[config.mk]
export PLATFORM = sky130hd
export DESIGN_NAME = fc_seq_ctrl
export DESIGN_NICKNAME = d
export VERILOG_FILES = /design/src/rtl/fc_pkg.sv /design/src/rtl/fc_weight_skew.sv /design/src/rtl/fc_seq_ctrl.sv
export SDC_FILE = /design/constraint.sdc
export NUM_CORES = 1
export LEC_CHECK = 0
export CAP_MARGIN = 0
export CORE_UTILIZATION = 46
export CTS_BUF_LIST = sky130_fd_sc_hd__clkbuf_16
export DETAILED_ROUTE_END_ITERATION = 8
export GPL_TIMING_DRIVEN = 0
export PLACE_DENSITY = 0.76
export SLEW_MARGIN = 20
export SYNTH_ARGS = -nofsm -noshare
export SYNTH_HDL_FRONTEND = slang
export SYNTH_SLANG_ARGS = --single-unit
[constraint.sdc]
create_clock -name clk -period 2.5 [get_ports clk]
set_input_delay 0.5 -clock clk [delete_from_list [all_inputs] [get_ports clk]]
set_output_delay 0.5 -clock clk [all_outputs]
set_load 0.05 [all_outputs]
[src/rtl/fc_pkg.sv]
// Shared definitions for the fully-connected layer sequencer.
package fc_pkg;

    localparam int N_PE_DEF  = 8;   // PEs in the systolic chain
    localparam int OUT_W_DEF = 8;   // width of output-neuron count / index
    localparam int AW_DEF    = 8;   // buffer address width

    typedef enum logic [2:0] {
        ST_IDLE,
        ST_LOAD,
        ST_COMPUTE,
        ST_DRAIN,
        ST_DONE
    } state_e;

endpackage

[src/rtl/fc_weight_skew.sv]
// Triangular weight skew: lane k of a returned weight row reaches PE k
// k cycles later. Lane 0 passes straight through. Each delay slot
// carries a valid bit, and a slot without a valid row drives 0, so idle
// PEs add nothing to the psum passing through them.
module fc_weight_skew
    import fc_pkg::*;
#(
    parameter int N_PE = N_PE_DEF
) (
    input  logic              clk,
    input  logic              rst,
    input  logic              valid_i,
    input  logic [8*N_PE-1:0] row_i,
    output logic [8*N_PE-1:0] weight_o
);

    assign weight_o[7:0] = valid_i ? row_i[7:0] : 8'd0;

    for (genvar k = 1; k < N_PE; k++) begin : g_lane
        logic [7:0] dly_q [k];
        logic       vld_q [k];

        // Lane k: k-deep shift register of weight byte and its valid bit.
        always_ff @(posedge clk) begin
            if (rst) begin
                // NOTE: these slots are individual flops, not a RAM, so they
                // are cleared explicitly; a reset mid-row must not leave a
                // stale valid weight heading for a PE.
                for (int i = 0; i < k; i++) begin
                    dly_q[i] <= 8'd0;
                    vld_q[i] <= 1'b0;
                end
            end else begin
                // NOTE: non-blocking assignments make every stage take its
                // neighbour's old value, so the chain shifts by one slot per
                // clock regardless of statement order.
                dly_q[0] <= row_i[8*k +: 8];
                vld_q[0] <= valid_i;
                for (int i = 1; i < k; i++) begin
                    dly_q[i] <= dly_q[i-1];
                    vld_q[i] <= vld_q[i-1];
                end
            end
        end

        assign weight_o[8*k +: 8] = vld_q[k-1] ? dly_q[k-1] : 8'd0;
    end

endmodule

[src/rtl/fc_seq_ctrl.sv]
// Sequencer for the ifmap-stationary FC PE chain: loads the ifmap vector
// into the chain (reverse address order, so PE k ends up with ifmap[k]),
// streams one weight row per output neuron through the skew, and captures
// each finished psum from the chain tail tagged with its neuron index.
module fc_seq_ctrl
    import fc_pkg::*;
#(
    parameter int N_PE  = N_PE_DEF,
    parameter int OUT_W = OUT_W_DEF,
    parameter int AW    = AW_DEF
) (
    input  logic              clk,
    input  logic              rst,
    input  logic              start,
    input  logic [OUT_W-1:0]  cfg_num_out,
    output logic              busy,
    output logic              done,
    output logic              ifbuf_rd_en,
    output logic [AW-1:0]     ifbuf_rd_addr,
    input  logic [7:0]        ifbuf_rd_data,
    output logic              pe_load,
    output logic [7:0]        pe_ifmap,
    output logic              wbuf_rd_en,
    output logic [AW-1:0]     wbuf_rd_addr,
    input  logic [8*N_PE-1:0] wbuf_rd_data,
    output logic [8*N_PE-1:0] pe_weight,
    input  logic [7:0]        chain_psum,
    output logic              out_valid,
    output logic [7:0]        out_data,
    output logic [OUT_W-1:0]  out_idx
);

    state_e           state_q;
    logic [OUT_W-1:0] num_out_q;
    logic [OUT_W-1:0] rd_row_q;
    logic [OUT_W-1:0] out_cnt_q;
    logic [OUT_W-1:0] out_idx_q;
    logic             busy_q;
    logic             done_q;
    logic             ifbuf_rd_en_q;
    logic [AW-1:0]    ifbuf_rd_addr_q;
    logic             pe_load_q;
    logic             wbuf_rd_en_q;
    logic [AW-1:0]    wbuf_rd_addr_q;
    logic             out_valid_q;
    logic [7:0]       out_data_q;
    // tag_q[0] marks a weight row arriving from the buffer this cycle;
    // tag_q[N_PE] marks its finished psum leaving the chain tail.
    logic [N_PE:0]    tag_q;
    logic             last_out;

    assign last_out = out_valid_q && (out_idx_q == num_out_q - OUT_W'(1));

    // Control FSM with registered buffer-read, load and status outputs.
    always_ff @(posedge clk) begin
        if (rst) begin
            state_q         <= ST_IDLE;
            num_out_q       <= '0;
            rd_row_q        <= '0;
            busy_q          <= 1'b0;
            done_q          <= 1'b0;
            ifbuf_rd_en_q   <= 1'b0;
            ifbuf_rd_addr_q <= '0;
            pe_load_q       <= 1'b0;
            wbuf_rd_en_q    <= 1'b0;
            wbuf_rd_addr_q  <= '0;
        end else begin
            done_q          <= 1'b0;
            ifbuf_rd_en_q   <= 1'b0;
            ifbuf_rd_addr_q <= '0;
            wbuf_rd_en_q    <= 1'b0;
            wbuf_rd_addr_q  <= '0;
            // The ifmap byte arrives one cycle after its read.
            pe_load_q       <= ifbuf_rd_en_q;

            case (state_q)
                ST_IDLE: begin
                    if (start) begin
                        num_out_q <= cfg_num_out;
                        busy_q    <= 1'b1;
                        if (cfg_num_out == '0) begin
                            state_q <= ST_DONE;
                            done_q  <= 1'b1;
                        end else begin
                            state_q         <= ST_LOAD;
                            ifbuf_rd_en_q   <= 1'b1;
                            ifbuf_rd_addr_q <= AW'(N_PE - 1);
                        end
                    end
                end
                ST_LOAD: begin
                    if (ifbuf_rd_addr_q == '0) begin
                        // First weight read overlaps the final ifmap shift.
                        state_q        <= ST_COMPUTE;
                        wbuf_rd_en_q   <= 1'b1;
                        wbuf_rd_addr_q <= '0;
                        rd_row_q       <= '0;
                    end else begin
                        ifbuf_rd_en_q   <= 1'b1;
                        ifbuf_rd_addr_q <= ifbuf_rd_addr_q - AW'(1);
                    end
                end
                ST_COMPUTE: begin
                    if (rd_row_q == num_out_q - OUT_W'(1)) begin
                        state_q <= ST_DRAIN;
                    end else begin
                        wbuf_rd_en_q   <= 1'b1;
                        rd_row_q       <= rd_row_q + OUT_W'(1);
                        wbuf_rd_addr_q <= AW'(rd_row_q + OUT_W'(1));
                    end
                end
                ST_DRAIN: begin
                    if (last_out) begin
                        state_q <= ST_DONE;
                        done_q  <= 1'b1;
                    end
                end
                ST_DONE: begin
                    state_q <= ST_IDLE;
                    busy_q  <= 1'b0;
                end
                default: state_q <= ST_IDLE;
            endcase
        end
    end

    // Valid tag follows each row through buffer, skew and chain; the
    // output register captures the chain tail when the tag emerges.
    always_ff @(posedge clk) begin
        if (rst) begin
            tag_q       <= '0;
            out_valid_q <= 1'b0;
            out_data_q  <= 8'd0;
            out_idx_q   <= '0;
            out_cnt_q   <= '0;
        end else begin
            tag_q       <= {tag_q[N_PE-1:0], wbuf_rd_en_q};
            out_valid_q <= tag_q[N_PE];
            out_data_q  <= tag_q[N_PE] ? chain_psum : 8'd0;
            if (tag_q[N_PE]) begin
                out_idx_q <= out_cnt_q;
                out_cnt_q <= out_cnt_q + OUT_W'(1);
            end else begin
                out_idx_q <= '0;
                if (state_q == ST_IDLE) begin
                    out_cnt_q <= '0;
                end
            end
        end
    end

    fc_weight_skew #(
        .N_PE (N_PE)
    ) u_skew (
        .clk      (clk),
        .rst      (rst),
        .valid_i  (tag_q[0]),
        .row_i    (wbuf_rd_data),
        .weight_o (pe_weight)
    );

    assign busy          = busy_q;
    assign done          = done_q;
    assign ifbuf_rd_en   = ifbuf_rd_en_q;
    assign ifbuf_rd_addr = ifbuf_rd_addr_q;
    assign pe_load       = pe_load_q;
    assign pe_ifmap      = pe_load_q ? ifbuf_rd_data : 8'd0;
    assign wbuf_rd_en    = wbuf_rd_en_q;
    assign wbuf_rd_addr  = wbuf_rd_addr_q;
    assign out_valid     = out_valid_q;
    assign out_data      = out_data_q;
    assign out_idx       = out_idx_q;

endmodule

Word-level counts from Yosys, hierarchy flattened
Memory sizes are Yosys's and may differ from the RTL's.
Index checks and enable logic that the tools add are counted.
{ "classes": {"mux": 98, "eq_ne": 11, "reduce_logical": 15, "bitwise_logic": 56, "addsub": 4} }
{ "op_table": {"columns": ["cell", "n"], "rows": [
  ["$mux 8", 42],
  ["$or 1x1->1", 54],
  ["$mux 1", 42],
  ["$pmux 8 s2", 2],
  ["$mux 3", 7],
  ["$add 8x1->8 const B", 2],
  ["$eq 8x8->1", 2],
  ["$logic_not 8->1", 2],
  ["$sub 8x1->8 const B", 2],
  ["$pmux 3 s4", 1],
  ["$ne 2x2->1 const B", 5],
  ["$pmux 1 s2", 4],
  ["$reduce_or 8->1", 1],
  ["$eq 3x2->1 const B", 2],
  ["$reduce_bool 2->1", 3],
  ["$reduce_and 2->1", 2],
  ["$reduce_and 4->1", 1],
  ["$eq 3x1->1 const B", 1],
  ["$eq 3x3->1 const B", 1],
  ["$logic_not 3->1", 1],
  ["$reduce_and 3->1", 1],
  ["$reduce_or 3->1", 1],
  ["$not 1->1", 2],
  ["$reduce_or 2->1", 1],
  ["2 further kinds", 2]
]} }
{ "word_totals": {"output_inout_bits": 110, "mem_bits_rw": 252, "in_bits": 91, "memories": 14, "regBits": 74, "word_cells": 213} }
{ "memory_table": {"columns": ["name", "words", "width", "rd", "rd_ports_with_merged_regs", "write_ports", "line", "source"], "rows": [
  ["u_skew.g_lane[7].dly_q", 7, 8, 7, 0, 7, "fc_weight_skew.sv:20", "logic [7:0] dly_q [k];"],
  ["u_skew.g_lane[6].dly_q", 6, 8, 6, 0, 6, "fc_weight_skew.sv:20", null],
  ["u_skew.g_lane[5].dly_q", 5, 8, 5, 0, 5, "fc_weight_skew.sv:20", null],
  ["u_skew.g_lane[4].dly_q", 4, 8, 4, 0, 4, "fc_weight_skew.sv:20", null],
  ["u_skew.g_lane[3].dly_q", 3, 8, 3, 0, 3, "fc_weight_skew.sv:20", null],
  ["u_skew.g_lane[2].dly_q", 2, 8, 2, 0, 2, "fc_weight_skew.sv:20", null],
  ["+8 memories", null, null, null, null, null, null, null]
]} }

Logic depth before layout (Yosys ltp)
Gate-level depths: netlist of run 1.
{ "depth": {"word_depth": 5, "ltp_mapped": 11, "depth_no_buf": 8} }

Hierarchy
A second synthesis of run 1 with hierarchy kept.
{ "unflattened": {"cells_unflattened": 876, "hier_area_um2": 9675.5} }
{ "modules_own_cells": {"columns": ["mod", "seq_area_each_um2", "cells_each", "instances", "area_per_inst_um2"], "rows": [
  ["fc_weight_skew", 4624.4, 551, 1, 6590.1],
  ["fc_seq_ctrl", 1481.4, 325, 1, 3085.5]
]} }

Least setup slack after synthesis of run 1
No wires, ideal clock.
{ "synth_path": {"path_kind": "reg-to-reg", "start": "reg num_out_q[0]", "end": "reg rd_row_q[0]", "arrival_time_ns": 2.553, "setup_ns": 0.128, "slack_ns": -0.181, "synth_period_minus_slack_ns": 2.681, "required_time_ns": 2.372, "path_buffers": 3, "stages_incl_launch_ff": 12, "cell_sequence": "dfxtp_1 -> buf_6 -> inv_1 -> ha_1 -> or3b_2 -> o32ai_1 -> nand4_1 -> a2111oi_4 -> or3_1 -> buf_6 -> buf_12 -> o22ai_4"} }
{ "synth_via": {"elab_chain_len": 4} }
{ "synth_rtl": {"columns": ["item", "line", "source"], "rows": [
  ["start, declared", "fc_seq_ctrl.sv:34", "logic [OUT_W-1:0] num_out_q;"],
  ["start signal, assigned", "fc_seq_ctrl.sv:79", "num_out_q <= cfg_num_out;"],
  ["$sub 8x1->8", "fc_seq_ctrl.sv:104", "if (rd_row_q == num_out_q - OUT_W'(1)) begin"],
  ["$eq 8x8->1", "fc_seq_ctrl.sv:104", null],
  ["$ne 2x2->1 (no line)", null, null],
  ["$reduce_and 3->1 (no line)", null, null],
  ["end signal, assigned", "fc_seq_ctrl.sv:108", "rd_row_q <= rd_row_q + OUT_W'(1);"],
  ["end, declared", "fc_seq_ctrl.sv:35", "logic [OUT_W-1:0] rd_row_q;"]
]} }
No other way between the ends.
A chain may end at the register's enable or synchronous reset.

Worst setup path after layout of run 1
{ "layout_path": {"start": "reg num_out_q[0]", "end": "reg wbuf_rd_addr_q[5] (netlist: wbuf_rd_addr[5])"} }
{ "layout_via": {"elab_chain_len": 3} }
{ "layout_rtl": {"columns": ["item", "line", "source"], "rows": [
  ["$sub 8x1->8", "fc_seq_ctrl.sv:104", null],
  ["$eq 8x8->1", "fc_seq_ctrl.sv:104", null],
  ["$reduce_or 3->1 (no line)", null, null],
  ["end signal, assigned", "fc_seq_ctrl.sv:109", "wbuf_rd_addr_q <= AW'(rd_row_q + OUT_W'(1));"],
  ["end, declared", "fc_seq_ctrl.sv:44", "logic [AW-1:0] wbuf_rd_addr_q;"]
]} }
No other way between the ends.

==> summary by stage, run 1 <==
Routing
The number of vias in the routed layout is 6778. The first-iteration detailed-routing DRC count is roughly 180. For this block, the routed nets add up to 19400 um of wire. The mean routed wirelength per cell is 13.2 um.

Once detail routing completed, the nets flagged for antenna violations numbered 0. Before antenna repair, the detailed router went through 4 iterations. The total DRC errors in the routed layout is 0. The average vias per placed instance is around 4.6.

Timing
The hold violation total from the final report is 0. The highest achievable clock rate is 410 MHz. The final setup slack of the worst path is roughly 0.060 ns. Across the routed clock network, the largest skew measured is approximately 0.0074 ns.

The clock period could shrink to about 2.4 ns. The transition time of the tightest slew-check pin is between 0.6 and 0.7 ns. Setup repair after global routing could not meet its margin everywhere. Headroom to the max-slew limit came out at a little under three fifths. Hold timing on the final database bottoms out at a slack of ~0.43 ns.

The number of endpoints failing setup at the final stage is 0. After layout, the worst path uses 97.6% of the clock period. The number of pins exceeding their max-slew limit in the final report is 0.

Synthesis
Synthesis handed over a netlist of ~940 instances. The post-synthesis share of cell area spent on xor and xnor gates is under 10%. The most used flip-flop cell after synthesis is dfxtp_1. The synthesized netlist net count is just over 1000.

The async set or reset register ratio after synthesis is 0%. The post-synthesis adder-cell area fraction is less than 1%. The number of warnings issued by yosys is 0.

The synthesized netlist devotes 28.1% of its cell area to simple gates. The cell taking the most area after synthesis is dfxtp_1. The count of flip-flops with a built-in enable after synthesis is 0.

Multiplexer cells account for less than 1% of the synthesized area. Dividing the synthesized area by the synthesized cell count gives 10.5 um2. The count of distinct cell types in the synthesized netlist is 59.

By area, the combinational part of the netlist is dominated by simple AND/OR/NAND/NOR gates. The number of synthesized register bits is 298. The fraction of the mapped netlist area in compound gates is about 5.1%. The synthesized netlist occupies a cell area of just under 10000 um2. By area the synthesized netlist is led by dfxtp_1, nor2b_1, and2_1. Summed over its instances, the top area cell type makes up 60.5% of the synthesized netlist area. The proportion of synthesized chip area in sequential cells is between 60% and 70%.

Pwr
The total power density per cell area is ~860 nW/um2. The leakage component of the power is around 5.5 nW. The total power is roughly 0.011 W. The maximum ir drop on the vdd rail is between 700 and 800 uV.

Floorplanning
The starting utilization of the core area is a little under half. The number of top-level pins is 201. The floorplan step defined a core boundary enclosing roughly 21000 um2. The count of standard-cell rows is 53.

The horizontal die dimension is 148 um. The height of the chip is 148 um. The overall die area is about 22000 um2.

Global route
Entering global routing, the biggest net connects 16 pins. For met2 alone, demand over resource in global routing was a little under a third. The number of global-route vias before repair is 6389.

For met1 alone, demand over resource in global routing was around a fifth. Across every metal layer, demand over resource in global routing totals around 18%. After global routing the overflow that remains totals 0. The initial antenna violation count is 0. The met3 usage is under 10%. The peak-usage layer in the global routing report is met2. The first global-routing pass estimated ~31000 um of wire.

Clocking
The CTS tree is done. The later pin in the worst-skew pair is clocked with a latency of about 0.55 ns. The post-cts hold buffer count is 0.

The number of H-tree levels is 1. Buffers inserted during clock tree synthesis total 29. The number of buffers between clock root and the deepest sink is 3. The clock root buffer is clkbuf_16. The clock transition at the registers of the reported paths is about 0.07 ns. The clock drives between 200 and 300 sinks.

Place
Input and output buffers added on the ports amount to 200. The final RePlAce weighted congestion is between 0.8 and 0.9. The placed wire-length estimate after detailed placement is between 10000 and 15000 um.

OpenSTA, run right after detailed placement, puts the worst setup slack at -0.360 ns. The placement-stage cell area is ~12000 um2.

Outcome
The flow ran to the end, and the final reports show no timing, DRC or antenna violations.

Min path
The worst hold path begins at u_skew.g_lane[7].dly_q[2][0]$_SDFF_PP0_. The class of the worst hold path is reg2reg. The path with the worst hold slack has its endpoint at u_skew.g_lane[7].dly_q[2][8]$_SDFF_PP0_. The instance count along the most critical hold path is 1.

Setup path
The worst reg-to-reg path cell count is 8. The maximum fanout along the worst path is 7. The worst register-to-register path ends at wbuf_rd_addr[5]$_SDFF_PP0_. In this run the critical register-to-register path is launched from num_out_q[0]$_SDFFE_PP0P_.

The critical path start-end classification is reg2reg. The required arrival time at the worst endpoint is about 2.9 ns. The slack of the worst reg-to-reg path is approximately 0.06 ns. The type of element capturing the critical path is a flop. For the worst setup path, the data arrival time is about 2.9 ns. The critical path launch point type is a flop.

Layout
Relative to the synthesized area, the layout overhead comes to 34.3%. The antenna diode count is 0. The net count reported at finish is around 1300. Of the cells placed in the final design, the portion with a size suffix greater than 1 is between 6 and 7%. With fillers left out, the area of the finished cells amounts to between 10000 and 15000 um2. The area of the multi-input gates is between 3000 and 4000 um2.

Counting the fill cells in the layout gives 1715. The final design utilization is between 60% and 70%. Registers take roughly 6000 um2.

Job
The max-cap check violation count is 0.
where the power goes:
part	switching [W]	internal, W	leakage, nW
sequential	0.000167	0.00497	2.43
clock	0.00179	0.00232	0.450
combinational	0.00118	0.000903	2.64
total	0.00313	0.00820	5.52
synthesized netlist by cell type (all sizes together), types with 2 or more instances:
| cell | count |
|---|---|
| dfxtp | 298 |
| nor2b | 245 |
| and2 | 90 |
| clkbuf | 43 |
| nand2 | 43 |
| nor2 | 42 |
| a21oi | 24 |
| xor2 | 12 |
| nand3 | 11 |
| xnor2 | 11 |
| inv | 9 |
| nor3 | 8 |
| buf | 7 |
| o21ai | 7 |
| nand2b | 6 |
| a211oi | 5 |
| and3 | 5 |
| ha | 5 |
| nand3b | 5 |
| a41oi | 4 |
| mux2i | 4 |
| a2111oi | 3 |
| nand4 | 3 |
| o22ai | 3 |
| o31ai | 3 |
| or2 | 3 |
| or3 | 3 |
| or4 | 3 |
| a22oi | 2 |
| a311oi | 2 |
| nor3b | 2 |
| nor4 | 2 |
| nor4b | 2 |
| o21a | 2 |
| o31a | 2 |
| or3b | 2 |
| xnor3 | 2 |
area by class of cell:
class	instances	area share (%)
Buffer	47	1.54
Clock buffer	29	5.48
Clock inverter	24	1.39
Inverter	10	0.303
Multi-Input combinational cell	580	28.2
Sequential cell	298	45.1
Tap cell	275	2.60
Timing Repair Buffer	209	15.4
kinds of logic (layout without fill, tap and decap cells):
group                      after synthesis  after routing
adders and majority gates                5              5
AOI/OAI and AO/OA                       69             69
xor gates and xnor gates                25             25
buffers and inverters                   60            319
muxes                                    5              5
DFF                                    298            298
and+or+nand+nor                        476            476
cell usage in the layout (no fill, tap or decap), types with 6 or more instances in the layout:
cell             count
clkbuf_1            40
xnor2_1             11
nand3_1             11
nor2b_1            245
xor2_1              12
nand2b_1             6
dlymetal6s2s_1       7
a21oi_1             23
clkinv_1             9
buf_4                7
nand2_1             43
dlygate4sd2_1       64
and2_1              90
nor3_1               7
nor2_1              41
clkbuf_16           30
clkdlybuf4s50_1    129
dfxtp_1            296
inv_1               12
how the worst max path moves through the flow:
stage,slack (ns),start,end,cells past startpoint
global route,-0.04,num_out_q[0]$_SDFFE_PP0P_,wbuf_rd_addr[7]$_SDFF_PP0_,10
CTS,0.02,pe_load$_SDFF_PP0_,pe_ifmap[2],2
finish,0.06,num_out_q[0]$_SDFFE_PP0P_,wbuf_rd_addr[5]$_SDFF_PP0_,8
floorplan,0.005,num_out_q[0]$_SDFFE_PP0P_,rd_row_q[0]$_SDFFE_PP0P_,11
global placement,-0.36,num_out_q[3]$_SDFFE_PP0P_,wbuf_rd_addr[2]$_SDFF_PP0_,9
detailed placement,-0.36,num_out_q[3]$_SDFFE_PP0P_,rd_row_q[0]$_SDFFE_PP0P_,9
stage by stage:
stage	std cells	setup TNS (ns)
2_1_floorplan	938	0
4_1_cts	1467	0
5_1_grt	1472	-0.455
6_report	1472	0
3_5_place_dp	1413	-38.08
3_3_place_gp	1413	-25.40
critical path, cell delays in order (launching register included):
cell,delay [ns]
dfxtp_4,0.38
or4_4,0.59
nor4_4,0.18
nand3_1,0.18
a2111oi_4,0.46
or3_1,0.19
buf_6,0.14
clkbuf_16,0.15
nor2_1,0.05
registers in the layout (all words and copies together), names as in the netlist:
register,cells
u_skew.g_lane.dly_q,224
tag_q,9
ifbuf_rd_addr,8
num_out_q,8
out_cnt_q,8
out_data,8
out_idx,8
rd_row_q,8
wbuf_rd_addr,8
state_q,3
busy,1
done,1
ifbuf_rd_en,1
out_valid,1
pe_load,1
wbuf_rd_en,1
metal layers:
layer / vias to the layer above / share of wire, % / wire, um
met1: 3073 / 41 / 7960
met2: 201 / 49 / 9420
li1: 3462 / - / -
met4: 0 / 2.8 / 548
met5: - / 0 / 0
met3: 42 / 7.6 / 1480
what timing repair did:
| item | CTS | global route |
|---|---|---|
| gates cloned | 0 | 1 |
| resized for setup | 71 | 22 |
| setup buffers | 2 | 6 |
| pin swaps | 5 | 10 |
| endpoints found under the setup margin | 85 | 26 |
Note: power is estimated with default switching activity, not from simulation.
==> run 2, diff against run 1 <==
--- a/config.mk
+++ b/config.mk
@@ -6,11 +6,13 @@
 export NUM_CORES = 1
 export LEC_CHECK = 0
 export CAP_MARGIN = 0
-export CORE_UTILIZATION = 46
+export CORE_UTILIZATION = 56
 export CTS_BUF_LIST = sky130_fd_sc_hd__clkbuf_16
 export DETAILED_ROUTE_END_ITERATION = 8
+export DONT_BUFFER_PORTS = 1
 export GPL_TIMING_DRIVEN = 0
-export PLACE_DENSITY = 0.76
+export PLACE_DENSITY = 0.74
+export REMOVE_ABC_BUFFERS = 1
 export SLEW_MARGIN = 20
 export SYNTH_ARGS = -nofsm -noshare
 export SYNTH_HDL_FRONTEND = slang
==> summary by stage, run 2 (synthesis gave the netlist of run 1 again) <==
Floorplanning
The overall die area was 18100 um2 (-18%). The count of standard-cell rows was 48 (-9.4%). The placeable core region is 17200 um2 (-18%). The horizontal die dimension is 135 um (-9.2%). The number of top-level pins came to 201 (unchanged). The height of the chip is 135 um (-9.2%).

The starting utilization of the core area is 57.2% (+10 points).

Setup path
The required arrival time at the worst endpoint is 2.94 ns (about the same). The maximum fanout along the worst path was 8 (+1). The critical path launch point type is a flop. STA classifies the critical path endpoint as a flop. The critical path is of the reg2reg type. The data arrival time of the worst path came to 2.89 ns (about the same).

Timing
The normalized max-slew margin is 45.6% (-9.6 points). The maximum clock skew at final layout was 0.0103 ns (+0.00283 ns). The number of pins exceeding their max-slew limit in the final report is 0 (unchanged). The worst hold slack is 0.0464 ns (-0.379 ns).

Setup repair after global routing could not meet its margin everywhere. The number of endpoints failing setup at the final stage is 0 (unchanged). The transition time of the tightest slew-check pin was 0.814 ns (+0.142 ns). The share of the cycle needed by the critical path after routing was 98.4% (+0.76 points).

The minimum clock period after layout is 2.46 ns (+0.0191 ns). The final setup TNS is 0 ns (unchanged). The highest achievable clock rate is 407 MHz (-0.78%).

The hold violation total from the final report is 0 (unchanged).

Clocking
The clock transition at the registers of the reported paths is 0.06 ns (about the same). The CTS tree is done. The CTS buffer count is 28 (-3.4%). The clock net sink count came to 298 (unchanged). The number of H-tree levels is 1 (unchanged).

The cell sitting at the root of the clock tree is a clkbuf_16. The post-cts hold buffer count is 0 (unchanged). The number of buffers between clock root and the deepest sink is 3 (unchanged). The worst-skew pair later-pin latency is 0.52 ns (-0.03 ns).

Place
The final RePlAce weighted congestion is 0.779 (-13%). The placed wire-length estimate after detailed placement came to 9430 um (-31%). The number of port buffers came to 0 (-100%).

Global route
The overall overflow remaining after global route is 0 (unchanged). The first-pass GRT wire length is 24600 um (-22%). The aggregate global-route resource usage is 16.5% (-1.3 points). The number of global-route vias before repair is 5254 (-18%). The initial antenna violation count is 0 (unchanged). The largest net degree at the start of global routing is 266 (+250).

Layout
The share of post-route cells with drive strength above 1 came to 7.91% (+1.2 points). The number of flip-flops under the largest register name is 224 (unchanged). The net count reported at finish came to 1023 (-20%). The top cell types in the final layout, fill and taps aside, are dfxtp_1, nor2b_1, and2_1. The most frequent standard cell in the layout excluding fill and tap cells is dfxtp_1. More flip-flops sit in one register than any other, and that register is u_skew.g_lane.dly_q. The area growth from synthesis to layout is 10.8%.

The antenna diode count was 0 (unchanged). The final design utilization is 63.3% (+0.39 points). In the final layout, the registers with the most flip-flops are u_skew.g_lane.dly_q (224), tag_q (9).

Routing
The final routed wirelength across all metal layers is 15200 um (-22%). The total DRC errors in the routed layout is 0 (unchanged). The average vias per placed instance was 4.94 (+7.3%). The mean routed wirelength per cell is 12.9 um (-1.9%).

The total iterations of the first detailed-routing run is 4 (unchanged). The residual antenna-violating net count after detailed routing is 0 (unchanged). The number of vias in the routed layout came to 5797 (-14%).

The first-iteration detailed-routing DRC count is 183 (-0.54%).

Pwr
The total power density per cell area is 957 nW/um2 (+12%). The maximum ir drop on the vdd rail came to 810 uV (+16%). The leakage component of the power was 4.26 nW (-23%).

Min path
The class of the worst hold path is in2reg.

Outcome
The run finished with clean final reports.

Job
The max-cap check violation count was 0 (unchanged).
-- run 2: cell types whose count changed in the layout (fill, tap and decap cells not counted), sizes merged, moves of 3 or more --
| cell | before | now |
|---|---|---|
| clkdlybuf4s50 | 129 | 0 |
| dlygate4sd2 | 64 | 0 |
| clkbuf | 71 | 29 |
| dlymetal6s2s | 7 | 0 |
| buf | 14 | 8 |
| clkinvlp | 4 | 1 |
-- run 2: critical path: stages, from the launching register on --
cell and delay [ns]:
dfxtp_4 0.38, inv_2 0.07, ha_4 0.16, or3b_4 0.41, a2111o_1 0.29, nand4_1 0.14
a2111oi_4 0.05, buf_4 0.18, or3_4 0.47, o31ai_4 0.22
-- run 2: final cells by class --
class	count	area (um2)
multi-input combinational	581	3740
clock buffer	29	726
sequential	298	5970
inverter	10	37.5
timing repair buffer	8	60.1
fill	1389	6320
clock inverter	22	101
tap	225	282
-- run 2: power by group --
group	switching [W]	internal, W
logic	0.000746	0.000580
clock network	0.00164	0.00209
registers	0.000419	0.00497
-- run 2: timing repair --
| action | CTS | global route |
|---|---|---|
| resized for setup | 12 | 13 |
| endpoints found under the hold margin | 0 | 0 |
| endpoints found under the setup margin | 21 | 19 |
| setup buffers | 7 | 2 |
| pin swaps | 2 | 8 |
| gates cloned | 1 | 0 |
-- run 2: through the flow --
stage / total power [W] / area, um2 / instances / worst slack, ns
finish: 0.0104 / 10900 / 1173 / 0.0407
global route: 0.0110 / 10900 / 1173 / -0.0282
CTS: 0.0105 / 10900 / 1172 / 0.0181
detailed placement: 0.00671 / 9920 / 1113 / -0.810
global placement: 0.00668 / 9920 / 1113 / -0.732
floorplan: 0.00649 / 9640 / 888 / -0.271
-- run 2: final timing paths --
check,startpoint,end,slack [ns],depth (start not counted)
hold reg to reg,u_skew.g_lane[7].dly_q[1][2]$_SDFF_PP0_,u_skew.g_lane[7].dly_q[1][10]$_SDFF_PP0_,0.43,1
setup / recovery,num_out_q[0]$_SDFFE_PP0P_,rd_row_q[3]$_SDFFE_PP0P_,0.04,9
hold / removal,rst,u_skew.g_lane[5].dly_q[0][18]$_SDFF_PP0_,0.05,1
setup reg to reg,num_out_q[0]$_SDFFE_PP0P_,rd_row_q[3]$_SDFFE_PP0P_,0.04,9
-- run 2: routing by layer --
layer	track usage [%]	vias to the layer above	part of all wire (%)
met4	5.56	0	2.1
li1	-	2973	-
met2	29.3	174	50
met5	0	-	0
met1	18.9	2621	41
met3	4.77	29	7.3
==> run 3, diff against run 2 <==
--- a/config.mk
+++ b/config.mk
@@ -13,6 +13,7 @@
 export GPL_TIMING_DRIVEN = 0
 export PLACE_DENSITY = 0.74
 export REMOVE_ABC_BUFFERS = 1
+export SETUP_SLACK_MARGIN = 0.5
 export SLEW_MARGIN = 20
 export SYNTH_ARGS = -nofsm -noshare
 export SYNTH_HDL_FRONTEND = slang
==> summary by stage, run 3 (synthesis gave the netlist of run 1 again) <==
Routing
The number of vias in the routed layout is 5859 (+1.1%). The residual antenna-violating net count after detailed routing came to 0 (unchanged). The mean routed wirelength per cell came to 13.2 um (+2.2%). The first-iteration detailed-routing DRC count is 185 (+1.1%). The total DRC errors in the routed layout was 0 (unchanged). The total iterations of the first detailed-routing run is 4 (unchanged). The final routed wirelength across all metal layers is 15600 um (+2.8%). The average vias per placed instance was 4.97 (+0.47%).

Floorplanning
The count of standard-cell rows is 48 (unchanged). The overall die area was 18100 um2 (unchanged). The number of top-level pins is 201 (unchanged).

The horizontal die dimension was 135 um (unchanged). The height of the chip is 135 um (unchanged). The placeable core region is 17200 um2 (unchanged). The starting utilization of the core area is 57.2% (unchanged).

Layout
In the final layout, the registers with the most flip-flops are u_skew.g_lane.dly_q (224), tag_q (9). The antenna diode count came to 0 (unchanged). The number of inserted filler cells in the final layout is 1372 (-1.2%). The share of post-route cells with drive strength above 1 is 17.8% (+9.9 points). The net count reported at finish is 1030 (+0.68%). The final instance area is 11200 um2 (+2.4%). The register with the most flip-flops in the final layout is u_skew.g_lane.dly_q.

Compared with the post-synthesis result, the final layout area differs by 13.4%. The most frequent standard cell in the layout excluding fill and tap cells is dfxtp_1. The number of flip-flops under the largest register name came to 224 (unchanged). The final standard cell count with taps included and fillers excluded is 1180 (+0.60%). Leaving out fill and tap cells, the most frequent cells in the layout are dfxtp_1, nor2b_1, and2_2.

Place
The number of placed cells counting well taps is 1113 (unchanged). The placed wire-length estimate after detailed placement came to 9430 um (unchanged). The placement-stage cell area is 9920 um2 (unchanged). The number of port buffers was 0 (unchanged). The final RePlAce weighted congestion is 0.779 (unchanged).

Setup path
The slack of the worst reg-to-reg path was 0.11 ns (+0.07 ns). The critical path launch point type is a flop. The data arrival time of the worst path is 2.84 ns (-0.05 ns).

The maximum fanout along the worst path is 5 (-3). The worst reg-to-reg path cell count is 7 (-2). The required arrival time at the worst endpoint is 2.96 ns (+0.02 ns). The worst reg2reg path startpoint is num_out_q[0]$_SDFFE_PP0P_.

The type of element capturing the critical path is a flop. The worst register-to-register path ends at rd_row_q[1]$_SDFFE_PP0P_. The critical path start-end classification is reg2reg.

Min path
The worst hold path startpoint is rst. The worst hold endpoint is u_skew.g_lane[5].dly_q[0][2]$_SDFF_PP0_. The instance count along the most critical hold path is 1 (unchanged). The worst hold path belongs to the class in2reg.

Clocking
The number of H-tree levels is 1 (unchanged). TritonCTS built the clock tree. The clock root buffer is clkbuf_16. The number of buffers between clock root and the deepest sink came to 3 (unchanged).

The post-cts hold buffer count is 0 (unchanged). The clock net sink count is 298 (unchanged). The worst-skew pair later-pin latency is 0.52 ns (about the same). The clock transition at the registers of the reported paths is 0.06 ns (about the same).

The CTS buffer count came to 28 (unchanged).

Timing
The normalized max-slew margin came to 45.4% (-0.19 points). The share of the cycle needed by the critical path after routing came to 95.4% (-2.9 points). The minimum clock period after layout is 2.39 ns (-0.0735 ns).

The number of pins exceeding their max-slew limit in the final report is 0 (unchanged). The number of endpoints failing setup at the final stage was 0 (unchanged). The highest achievable clock rate is 419 MHz (+3.1%). Setup repair after global routing could not meet its margin everywhere. The maximum clock skew at final layout is 0.0102 ns (-0.0000443 ns). The transition time of the tightest slew-check pin is 0.817 ns (+0.00289 ns). The hold violation total from the final report came to 0 (unchanged).

Pwr
The maximum ir drop on the vdd rail is 809 uV (about the same). The relative contribution of combinational cells to total power is 13.8% (+1.1 points). The fraction of power consumed by the clock network is 35.1% (-0.6 points).

The internal power contribution is 0.00774 W (+1.3%). The leakage component of the power is 4.35 nW (+2.3%). The net switching power is 0.00287 W (+2.2%). The switching part of the total is 27.0% (+0.18 points). The fraction of power consumed by sequential logic is 51.0% (-0.6 points). The total power density per cell area is 948 nW/um2 (-0.88%).

Global route
The aggregate global-route resource usage was 16.8% (+0.35 points). The number of global-route vias before repair came to 5311 (+1.1%). The first-pass GRT wire length is 25000 um (+1.8%). The initial antenna violation count is 0 (unchanged).

The overall overflow remaining after global route came to 0 (unchanged). The largest net degree at the start of global routing came to 266 (unchanged).

Outcome
The run finished with clean final reports.

Job
The max-cap check violation count is 0 (unchanged).
run 3: cell types whose count changed in the layout (fill, tap and decap cells not counted), sizes merged:
| cell | previous run | this run |
|---|---|---|
| buf | 8 | 15 |
run 3: cell type report:
class	instances	area [um2]	area share [%]
flip-flops and latches	298	5990	53.6
repair buffers	15	113	1.01
clock buffers	29	726	6.49
multi-input cells	581	3930	35.1
clock inverters	22	101	0.906
inverters	10	40.0	0.358
well taps	225	282	2.52
run 3: how the worst max path moves through the flow:
stage,start,end,slack (ns),cells after the start
after detailed placement,num_out_q[0]$_SDFFE_PP0P_,rd_row_q[7]$_SDFFE_PP0P_,-0.81,8
after CTS,num_out_q[1]$_SDFFE_PP0P_,rd_row_q[4]$_SDFFE_PP0P_,0.13,9
final,num_out_q[0]$_SDFFE_PP0P_,rd_row_q[1]$_SDFFE_PP0P_,0.11,7
after floorplan,num_out_q[0]$_SDFFE_PP0P_,rd_row_q[2]$_SDFFE_PP0P_,-0.27,8
after global placement,num_out_q[0]$_SDFFE_PP0P_,rd_row_q[7]$_SDFFE_PP0P_,-0.73,8
after global routing,num_out_q[0]$_SDFFE_PP0P_,rd_row_q[1]$_SDFFE_PP0P_,0.04,7
run 3: what timing repair did:
item,4_1_cts,5_1_grt
pin swaps,20,5
setup endpoints to repair,68,57
setup buffers,13,2
cloned,1,0
gates resized for setup,80,51
run 3: routing by layer:
layer  up-vias  GRT usage [%]  part of all wire, %
met1      2649           19.2                   40
li1       2979              -                    -
met5         -              0                    0
met3        31           4.80                  7.9
met2       200           30.2                   50
met4         0           5.43                  2.1
run 3: worst max-delay path: stages (launching register included):
cell and delay, ns:
dfxtp_4 0.36, or4_4 0.59, nor4_4 0.20, nand3_2 0.15
a2111oi_4 0.38, buf_4 0.19, mux2_2 0.34, a21oi_2 0.11
run 3: stage by stage:
step / hold slack (ns) / power [W] / TNS [ns] / worst slack [ns] / utilization [%]
2_1_floorplan: 0.414 / 0.00649 / -3.42 / -0.271 / -
3_3_place_gp: 0.416 / 0.00668 / -11.59 / -0.732 / 57.5
3_5_place_dp: 0.420 / 0.00671 / -13.02 / -0.810 / 57.5
4_1_cts: 0.0329 / 0.0106 / 0 / 0.127 / 64.1
5_1_grt: 0.0300 / 0.0111 / 0 / 0.0421 / 64.9
6_report: 0.0590 / 0.0106 / 0 / 0.114 / 64.9
run 3: power groups by stage:
stage / sequential (W) / combinational [W] / clock, W
floorplan: 0.00543 / 0.00106 / 0
global placement: 0.00548 / 0.00119 / 0
detailed placement: 0.00549 / 0.00122 / 0
CTS: 0.00540 / 0.00138 / 0.00386
global route: 0.00545 / 0.00162 / 0.00406
finish: 0.00541 / 0.00146 / 0.00373
